[config.mk]
export PLATFORM = sky130hd
export DESIGN_NAME = load_store_unit
export DESIGN_NICKNAME = d
export VERILOG_FILES = /design/src/rtl/lsu_pkg.sv /design/src/rtl/lsu_load_extend.sv /design/src/rtl/load_store_unit.sv
export SDC_FILE = /design/constraint.sdc
export NUM_CORES = 1
export LEC_CHECK = 0
export CAP_MARGIN = 15
export CORE_AREA = 10 10 154 156
export DETAILED_ROUTE_END_ITERATION = 10
export DIE_AREA = 0 0 164 166
export MAX_ROUTING_LAYER = met4
export PLACE_DENSITY = 0.69
export SETUP_SLACK_MARGIN = 0.05
export SLEW_MARGIN = 20
export SYNTH_ARGS = -nofsm -noshare
export SYNTH_HDL_FRONTEND = slang
export SYNTH_SLANG_ARGS = --single-unit
[constraint.sdc]
create_clock -name clock -period 6.11 [get_ports clock]
set_clock_uncertainty 0.1 [all_clocks]
set_input_delay 1.222 -clock clock [delete_from_list [all_inputs] [get_ports clock]]
set_output_delay 1.222 -clock clock [all_outputs]
set_load 0.02 [all_outputs]
[src/rtl/lsu_pkg.sv]
// Shared types and constants for the load/store unit: funct3 encodings,
// FSM states, latched-op payload and access-size helpers.
package lsu_pkg;

    localparam int unsigned MEM_BYTES_DEF = 1024;
    localparam int unsigned XLEN          = 32;
    localparam int unsigned OP_W          = 3;
    localparam int unsigned RD_W          = 5;

    localparam logic [OP_W-1:0] LD_LB  = 3'b000;
    localparam logic [OP_W-1:0] LD_LH  = 3'b001;
    localparam logic [OP_W-1:0] LD_LW  = 3'b010;
    localparam logic [OP_W-1:0] LD_LBU = 3'b100;
    localparam logic [OP_W-1:0] LD_LHU = 3'b101;

    // Store encodings double as the memory's write-type code.
    localparam logic [OP_W-1:0] ST_SB  = 3'b000;
    localparam logic [OP_W-1:0] ST_SH  = 3'b001;
    localparam logic [OP_W-1:0] ST_SW  = 3'b010;

    typedef enum logic [1:0] {
        S_IDLE = 2'd0,
        S_REQ  = 2'd1,
        S_RESP = 2'd2
    } lsu_state_e;

    typedef struct packed {
        logic            is_store;
        logic [OP_W-1:0] op;
        logic [RD_W-1:0] rd;
    } lsu_op_t;

    // Access width in bytes; op[2] only selects signedness for loads.
    function automatic logic [2:0] access_size(input logic [OP_W-1:0] op);
        case (op[1:0])
            2'b00:   access_size = 3'd1;
            2'b01:   access_size = 3'd2;
            default: access_size = 3'd4;
        endcase
    endfunction

    function automatic logic op_legal(input logic is_store, input logic [OP_W-1:0] op);
        if (is_store) begin
            op_legal = (op == ST_SB) || (op == ST_SH) || (op == ST_SW);
        end else begin
            op_legal = (op == LD_LB) || (op == LD_LH) || (op == LD_LW) ||
                       (op == LD_LBU) || (op == LD_LHU);
        end
    endfunction

endpackage

[src/rtl/lsu_load_extend.sv]
// Extracts the low byte/halfword/word of a returned memory word and
// sign- or zero-extends it according to the load funct3.
module lsu_load_extend
    import lsu_pkg::*;
(
    input  logic [XLEN-1:0] word_i,
    input  logic [OP_W-1:0] op_i,
    output logic [XLEN-1:0] data_o
);

    always_comb begin
        data_o = '0;
        case (op_i)
            LD_LB:   data_o = {{24{word_i[7]}}, word_i[7:0]};
            LD_LH:   data_o = {{16{word_i[15]}}, word_i[15:0]};
            LD_LW:   data_o = word_i;
            LD_LBU:  data_o = {24'd0, word_i[7:0]};
            LD_LHU:  data_o = {16'd0, word_i[15:0]};
            default: data_o = '0;
        endcase
    end

endmodule

[src/rtl/load_store_unit.sv]
// Memory stage: accepts one load/store, checks legality, pulses a one-cycle
// memory request, extends load data and hands the result to writeback.
module load_store_unit
    import lsu_pkg::*;
#(
    parameter int unsigned MEM_BYTES   = MEM_BYTES_DEF,
    parameter int unsigned CHECK_ALIGN = 1
) (
    input  logic            clock,
    input  logic            reset,

    input  logic            in_valid,
    output logic            in_ready,
    input  logic            in_is_store,
    input  logic [OP_W-1:0] in_op,
    input  logic [XLEN-1:0] in_addr,
    input  logic [XLEN-1:0] in_wdata,
    input  logic [RD_W-1:0] in_rd,

    output logic            mem_read_req,
    output logic [XLEN-1:0] mem_read_addr,
    input  logic [XLEN-1:0] mem_read_data,
    output logic            mem_write_req,
    output logic [XLEN-1:0] mem_write_addr,
    output logic [XLEN-1:0] mem_write_data,
    output logic [OP_W-1:0] mem_write_type,

    output logic            out_valid,
    input  logic            out_ready,
    output logic            out_is_load,
    output logic [RD_W-1:0] out_rd,
    output logic [XLEN-1:0] out_data,
    output logic            out_fault
);

    lsu_state_e      state_q, state_d;
    lsu_op_t         op_q, op_d;
    logic            rd_req_q, rd_req_d;
    logic [XLEN-1:0] rd_addr_q, rd_addr_d;
    logic            wr_req_q, wr_req_d;
    logic [XLEN-1:0] wr_addr_q, wr_addr_d;
    logic [XLEN-1:0] wr_data_q, wr_data_d;
    logic [OP_W-1:0] wr_type_q, wr_type_d;
    logic            ov_q, ov_d;
    logic            ol_q, ol_d;
    logic [RD_W-1:0] ord_q, ord_d;
    logic [XLEN-1:0] odata_q, odata_d;
    logic            ofault_q, ofault_d;

    logic [2:0]      size_c;
    logic [32:0]     last_byte_c;
    logic            range_fault_c;
    logic            align_fault_c;
    logic            fault_c;
    logic [XLEN-1:0] ext_c;

    // 33-bit sum so an access wrapping past 0xFFFFFFFF still counts as out of range.
    assign size_c        = access_size(in_op);
    assign last_byte_c   = 33'(in_addr) + 33'(size_c) - 33'd1;
    assign range_fault_c = last_byte_c > (33'(MEM_BYTES) - 33'd1);
    assign align_fault_c = (CHECK_ALIGN != 0) &&
                           (((size_c == 3'd2) && in_addr[0]) ||
                            ((size_c == 3'd4) && (in_addr[1:0] != 2'b00)));
    assign fault_c       = !op_legal(in_is_store, in_op) || range_fault_c || align_fault_c;

    lsu_load_extend u_extend (
        .word_i (mem_read_data),
        .op_i   (op_q.op),
        .data_o (ext_c)
    );

    always_ff @(posedge clock or posedge reset) begin
        if (reset) begin
            state_q   <= S_IDLE;
            op_q      <= '0;
            rd_req_q  <= 1'b0;
            rd_addr_q <= '0;
            wr_req_q  <= 1'b0;
            wr_addr_q <= '0;
            wr_data_q <= '0;
            wr_type_q <= '0;
            ov_q      <= 1'b0;
            ol_q      <= 1'b0;
            ord_q     <= '0;
            odata_q   <= '0;
            ofault_q  <= 1'b0;
        end else begin
            state_q   <= state_d;
            op_q      <= op_d;
            rd_req_q  <= rd_req_d;
            rd_addr_q <= rd_addr_d;
            wr_req_q  <= wr_req_d;
            wr_addr_q <= wr_addr_d;
            wr_data_q <= wr_data_d;
            wr_type_q <= wr_type_d;
            ov_q      <= ov_d;
            ol_q      <= ol_d;
            ord_q     <= ord_d;
            odata_q   <= odata_d;
            ofault_q  <= ofault_d;
        end
    end

    always_comb begin
        state_d   = state_q;
        op_d      = op_q;
        rd_req_d  = rd_req_q;
        rd_addr_d = rd_addr_q;
        wr_req_d  = wr_req_q;
        wr_addr_d = wr_addr_q;
        wr_data_d = wr_data_q;
        wr_type_d = wr_type_q;
        ov_d      = ov_q;
        ol_d      = ol_q;
        ord_d     = ord_q;
        odata_d   = odata_q;
        ofault_d  = ofault_q;

        case (state_q)
            S_IDLE: begin
                if (in_valid) begin
                    op_d = '{is_store: in_is_store, op: in_op, rd: in_rd};
                    if (fault_c) begin
                        state_d  = S_RESP;
                        ov_d     = 1'b1;
                        ofault_d = 1'b1;
                        ol_d     = !in_is_store;
                        ord_d    = in_is_store ? '0 : in_rd;
                        odata_d  = '0;
                    end else begin
                        state_d = S_REQ;
                        if (in_is_store) begin
                            wr_req_d  = 1'b1;
                            wr_addr_d = in_addr;
                            wr_data_d = in_wdata;
                            wr_type_d = in_op;
                        end else begin
                            rd_req_d  = 1'b1;
                            rd_addr_d = in_addr;
                        end
                    end
                end
            end
            S_REQ: begin
                state_d  = S_RESP;
                rd_req_d = 1'b0;
                wr_req_d = 1'b0;
                ov_d     = 1'b1;
                ofault_d = 1'b0;
                ol_d     = !op_q.is_store;
                ord_d    = op_q.is_store ? '0 : op_q.rd;
                odata_d  = op_q.is_store ? '0 : ext_c;
            end
            S_RESP: begin
                if (out_ready) begin
                    state_d = S_IDLE;
                    ov_d    = 1'b0;
                end
            end
            default: state_d = S_IDLE;
        endcase
    end

    assign in_ready       = (state_q == S_IDLE);
    assign mem_read_req   = rd_req_q;
    assign mem_read_addr  = rd_addr_q;
    assign mem_write_req  = wr_req_q;
    assign mem_write_addr = wr_addr_q;
    assign mem_write_data = wr_data_q;
    assign mem_write_type = wr_type_q;
    assign out_valid      = ov_q;
    assign out_is_load    = ol_q;
    assign out_rd         = ord_q;
    assign out_data       = odata_q;
    assign out_fault      = ofault_q;

endmodule

==> results of run 1 <==
[power by group]
group / switching (mW) / total [mW] / leakage, nW / internal [mW]
logic: 0.262 / 0.460 / 3.12 / 0.198
registers: 0.0211 / 1.05 / 2.08 / 1.03
clock network: 0.480 / 1.02 / 0.267 / 0.539
total: 0.763 / 2.53 / 5.47 / 1.77
[state kept, by name, summed over array words and instances (netlist names)]
name,cells
mem_read_addr,32
mem_write_addr,32
mem_write_data,32
out_data,32
op_q,9
out_rd,5
mem_write_type,3
state_q,2
mem_read_req,1
mem_write_req,1
out_fault,1
out_is_load,1
out_valid,1
[Yosys cell counts, types with 6 or more instances]
library cell  count  area, µm²
a22oi_1           8       60.1
nor3_1            9       45.0
mux2_2           80        901
inv_1            52        195
dfrtp_1         152       3800
a211oi_1          9       67.6
nor2_1           24       90.1
clkbuf_1         14       52.6
nand2_1          93        349
mux2_4           18        270
nor2b_1          10       62.6
buf_2            15       75.1
nand3_1           6       30.0
nand4_1          12       75.1
a22o_1            8       70.1
ha_1             34        425
a21oi_1          63        315
o22ai_1           6       37.5
o2bb2ai_1         8       70.1
o21ai_0          19       95.1
a21o_1           25        188
xor2_1            6       52.6
o21a_1            8       60.1
[final cells by class]
| type | instances | share of cell area, % |
|---|---|---|
| sequential | 152 | 33.2 |
| tap | 275 | 3.00 |
| clock buffer | 18 | 3.75 |
| multi-input combinational | 519 | 34.0 |
| timing repair buffer | 267 | 23.1 |
| antenna | 1 | 0.0218 |
| inverter | 52 | 1.75 |
| clock inverter | 14 | 1.17 |
[layer usage]
metal  share of wire [%]  GRT usage, %
met5                   0             -
met4                 1.4          5.21
met3                 6.3          5.01
met1                  45          23.3
met2                  48          28.5
[through the flow]
stage	cells	instance area [µm²]	setup WS (ns)	hold WS [ns]
after CTS	1297	11500	0.618	0.380
after global routing	1298	11500	0.347	0.398
final	1298	11500	0.645	0.377
after global placement	1265	10900	0.318	0.359
after detailed placement	1265	10900	0.170	0.364
after floorplan	761	8070	0.695	0.346
[path summary, 6_finish.rpt]
kind | from | end | slack [ns] | cells past startpoint
min reg2reg | op_q[3] | op_q[3] | 0.38 | 2
max reg2reg | state_q[0] | mem_read_addr[19] | 3.84 | 5
min in group asynchronous | reset | out_data[1] | 1.19 | 2
max in group asynchronous | reset | mem_write_addr[13] | 3.70 | 3
min | op_q[3] | op_q[3] | 0.38 | 2
max | in_op[1] | mem_write_addr[27] | 0.64 | 18
[placed cells by master (no fill, tap or decap), drive strengths merged, types with 12 or more instances in the layout]
master,Yosys,routed
ha,34,34
buf,24,17
clkdlybuf4s50,0,250
nand4,12,12
clkbuf,14,18
a21oi,63,63
a21o,25,25
o21ai,23,23
nor2,24,24
inv,52,60
mux2,100,100
dfrtp,152,152
nand2,93,93
[worst max-delay path, cell delays in order]
cell	delay, ns
clkdlybuf4s50_1	0.50
inv_1	0.14
nand2_1	0.06
ha_1	0.27
inv_1	0.04
ha_1	0.21
fa_1	0.38
a211oi_1	0.24
o21ai_1	0.16
a221oi_2	0.35
nand2_1	0.17
a221oi_2	0.28
nand4_1	0.15
nor4b_2	0.31
and4_1	0.30
nand3_4	0.27
buf_12	0.29
mux2_4	0.31
[kinds of logic after synthesis]
kind of cell             count (synthesis)  synth area share, %
buffers and inverters                   90                 4.84
flip-flops                             152                 47.2
XOR/XNOR                                11                 1.19
AO/OA/AOI/OAI                          188                 15.5
multiplexers                           105                 15.4
AND/OR/NAND/NOR                        180                 10.4
adder cells (fa/ha/maj)                 35                 5.52
==> flow_metrics.py, run 1 <==
metrics = {
    "floorplan": {
        "num_rows": 53,
        "die_x_um": 164,
        "die-area_um2": 27200,
        "die-height_um": 166,
        "io_pins": 251,
        "core_area_um2": 20700,
        "start_util_pct": 39.0,
    },
    "layout": {
        "fillers": 1844,
        "postLayoutCoreUtil_pct": 55.4,
        "seq_area_um2": 3800,
        "multi_input_area_um2": 3900,
        "syn_to_final_growth_pct": 42.0,
        "layout.nets": 1153,
        "final_layout_size_suffix_gt1_share_pct": 15.5,
    },
    "cts": {
        "cts.reportedPaths.clkPinSlew_ns": 0.06,
        "numCtsBuffers": 17,
        "cts_tree": "done",
        "cts_resized": 0,
        "post_cts_buffers": 0,
        "insertion_delay_ns": 0.42,
        "cts_hold_buffers": 0,
        "cts.sinks": 152,
        "cts-htree-levels": 4,
        "clockBufferDepth": 2,
        "cts_root_buffer": "clkbuf_16",
    },
    "detailed_routing": {
        "antenna_left": 0,
        "drt_iter0_drc": 495,
        "vias": 6609,
        "via_per_inst": 5.09,
        "remaining_drc_errors": 0,
        "drt-pass1-iter-count": 5,
        "wl_um": 24400,
        "route.detailed.wl_per_inst_um": 18.8,
    },
    "sta": {
        "worst_pin_slew_ns": 0.689,
        "setup_tns_ns": 0,
        "final.min_clock_period_ns": 5.47,
        "slew_viol_final": 0,
        "slew_headroom_pct": 54.0,
        "hold_violations": 0,
        "rsz0062_at_grt": "false",
        "fin_crit_sh_pct": 89.4,
        "fmax_ghz": 0.183,
        "setup_viol_count_final": 0,
    },
    "placed_design": {
        "hpwl_um": 18600,
        "numPortBuffers": 250,
        "gp_congestion": 0.973,
    },
    "global_routing": {
        "grt_overflow_total": 0,
        "grt_pass1_wl_um": 38900,
        "antenna_found_initial": 1,
        "grt_use_total_pct": 18.5,
        "grt_max_degree": 77,
        "grt_pass1_vias": 6813,
    },
    "power": {
        "peakVddDrop_mv": 0.183,
        "p_total_mw": 2.53,
        "power_density_nw_per_um2": 221,
        "p_leak_nw": 5.47,
    },
    "hold_path": {
        "worst_hold_path_type": "flop to flop",
    },
    "flow_run": {
        "maxCapViolCount": 0,
    },
    "synthesis": {
        "syn_avg_cell_area_um2": 10.6,
        "yosys_most_used_dff": "dfrtp_1",
        "synth-seq-area-share_pct": 47.2,
        "ys_types": 58,
        "synthesis.nets": 905,
        "postSynthCellCount": 761,
        "synth_edf_count": 0,
        "synth.ff_latch_count": 152,
        "synth_warnings": 0,
        "syn_area_um2": 8070,
        "async_reset_ff_share_pct": 100,
    },
    "worst_setup_path": {
        "path_class": "primary input to flop",
        "crit_fanout": 23,
        "cp.arrival_ns": 5.67,
        "critPathCaptureType": "flop",
        "critPathRequiredTime_ns": 6.32,
        "crit_path_start_kind": "primary input",
    },
    "status": {
        "status": "finished, final reports clean",
    },
}
Note: power is estimated with default switching activity, not from simulation.
==> run 2: changes to the inputs <==
Settings changed: CAP_MARGIN 15 to 20, GPL_ROUTABILITY_DRIVEN set to 0.
==> flow_metrics.py, run 2 (synthesis gave the netlist of run 1 again) <==
metrics = {
    "layout": {
        "final_layout_size_suffix_gt1_share_pct": 15.6,
        "syn_to_final_growth_pct": 42.9,
        "layout_common_cells": "clkdlybuf4s50_1, dfrtp_1, nand2_1",
        "postLayoutCoreUtil_pct": 55.7,
        "fillers": 1828,
        "final_common_cell": "clkdlybuf4s50_1",
        "layout.nets": 1154,
    },
    "cts": {
        "cts-htree-levels": 4,
        "cts.sinks": 152,
        "clockBufferDepth": 2,
        "insertion_delay_ns": 0.42,
        "cts_tree": "done",
        "cts_root_buffer": "clkbuf_16",
        "cts.reportedPaths.clkPinSlew_ns": 0.07,
        "numCtsBuffers": 17,
        "cts_hold_buffers": 0,
        "post_cts_buffers": 0,
        "cts_resized": 0,
    },
    "sta": {
        "hold_violations": 0,
        "slew_headroom_pct": 53.2,
        "slew_viol_final": 0,
        "setup_tns_ns": 0,
        "setup_viol_count_final": 0,
        "rsz0062_at_grt": "false",
        "final.min_clock_period_ns": 5.50,
        "fmax_ghz": 0.182,
        "worst_pin_slew_ns": 0.701,
        "fin_crit_sh_pct": 90.1,
    },
    "power": {
        "p_leak_nw": 5.51,
        "peakVddDrop_mv": 0.176,
        "power_density_nw_per_um2": 227,
    },
    "detailed_routing": {
        "drt_iter0_drc": 490,
        "wl_met3_um": 1400,
        "vias": 6731,
        "drt-met1-wl_um": 10700,
        "wl_met2_um": 11500,
        "route.detailed.wl_per_inst_um": 18.4,
        "via_per_inst": 5.18,
        "remaining_drc_errors": 0,
        "top_layer": "met4",
        "antenna_left": 0,
        "wl_um": 23900,
        "drt-pass1-iter-count": 5,
    },
    "global_routing": {
        "grt_overflow_total": 0,
        "grt_use_total_pct": 18.2,
        "grt_max_degree": 66,
        "grt_pass1_vias": 6910,
        "grt_pass1_wl_um": 38700,
        "antenna_found_initial": 1,
    },
    "worst_setup_path": {
        "crit_fanout": 25,
        "critPathCaptureType": "flop",
        "timing.rr.start": "state_q[0]",
        "critPathLaunch": "in_op[1]",
        "cp.arrival_ns": 5.71,
        "critPathRequiredTime_ns": 6.31,
        "path_class": "primary input to flop",
        "crit_path_start_kind": "primary input",
    },
    "placed_design": {
        "hpwl_um": 18600,
        "numPortBuffers": 250,
    },
    "floorplan": {
        "core_area_um2": 20700,
        "die_x_um": 164,
        "num_rows": 53,
        "start_util_pct": 39.0,
        "die-height_um": 166,
        "die-area_um2": 27200,
        "io_pins": 251,
    },
    "flow_run": {
        "maxCapViolCount": 0,
    },
    "status": {
        "status": "finished, final reports clean",
    },
    "hold_path": {
        "hold_start": "out_data[21]",
        "worst_hold_path_type": "flop to flop",
    },
}
==> run 2: changes by cell type in the layout (fill, tap and decap cells not counted), sizes merged <==
cell	change
buf	+1
bufinv	+2
clkinv	-2
clkinvlp	-1
inv	+1
==> run 2: worst paths after layout <==
| path | to | slack [ns] | depth (start not counted) |
|---|---|---|---|
| worst max-delay path | mem_write_data[7] | 0.61 | 19 |
| worst min-delay path | out_data[21] | 0.38 | 1 |
| worst max register to register | mem_read_addr[18] | 3.79 | 5 |
| worst min register to register | out_data[21] | 0.38 | 1 |
| max in group asynchronous | mem_read_addr[19] | 3.71 | 3 |
| min in group asynchronous | out_data[5] | 1.16 | 2 |
==> run 2: where the power goes <==
group / leakage, nW / switching [mW] / total (mW) / internal, mW
Clock: 0.298 / 0.471 / 1.10 / 0.633
Combinational: 3.13 / 0.261 / 0.460 / 0.198
Sequential: 2.08 / 0.0213 / 1.05 / 1.03
==> run 2: cell type report <==
class	instances	area, µm²	share of cell area [%]
antenna	1	2.50	0.0217
clock buffer	18	439	3.81
clock inverter	14	175	1.52
inverter	52	200	1.74
multi-input combinational	519	3900	33.8
sequential	152	3800	33.0
tap	275	344	2.99
timing repair buffer	268	2660	23.1
==> run 2: per-stage QoR <==
step	power, mW	instance area [µm²]	cells	setup slack, ns	hold WS, ns
finish	2.61	11500	1299	0.605	0.376
global placement	1.52	10900	1266	0.272	0.358
floorplan	1.34	8070	761	0.695	0.346
detailed placement	1.53	10900	1266	0.153	0.362
global route	2.74	11500	1299	0.320	0.402
CTS	2.65	11500	1298	0.584	0.379
==> run 2: critical path: stages <==
cell             delay [ns]
clkdlybuf4s50_1        0.49
inv_1                  0.13
nand2_1                0.07
ha_1                   0.28
inv_1                  0.04
ha_1                   0.21
fa_1                   0.36
a211oi_1               0.24
o21ai_1                0.16
a221oi_2               0.36
nand2_1                0.17
a221oi_2               0.27
nand4_1                0.13
nor4b_2                0.33
and4_1                 0.30
nand3_4                0.23
buf_12                 0.25
buf_12                 0.16
mux2_2                 0.27
==> run 2: layer usage <==
| layer | vias up | global-route usage, % |
|---|---|---|
| li1 | 3227 | - |
| met1 | 3277 | 22.7 |
| met2 | 205 | 28.6 |
| met3 | 22 | 4.49 |
| met4 | 0 | 5.13 |
| met5 | - | - |
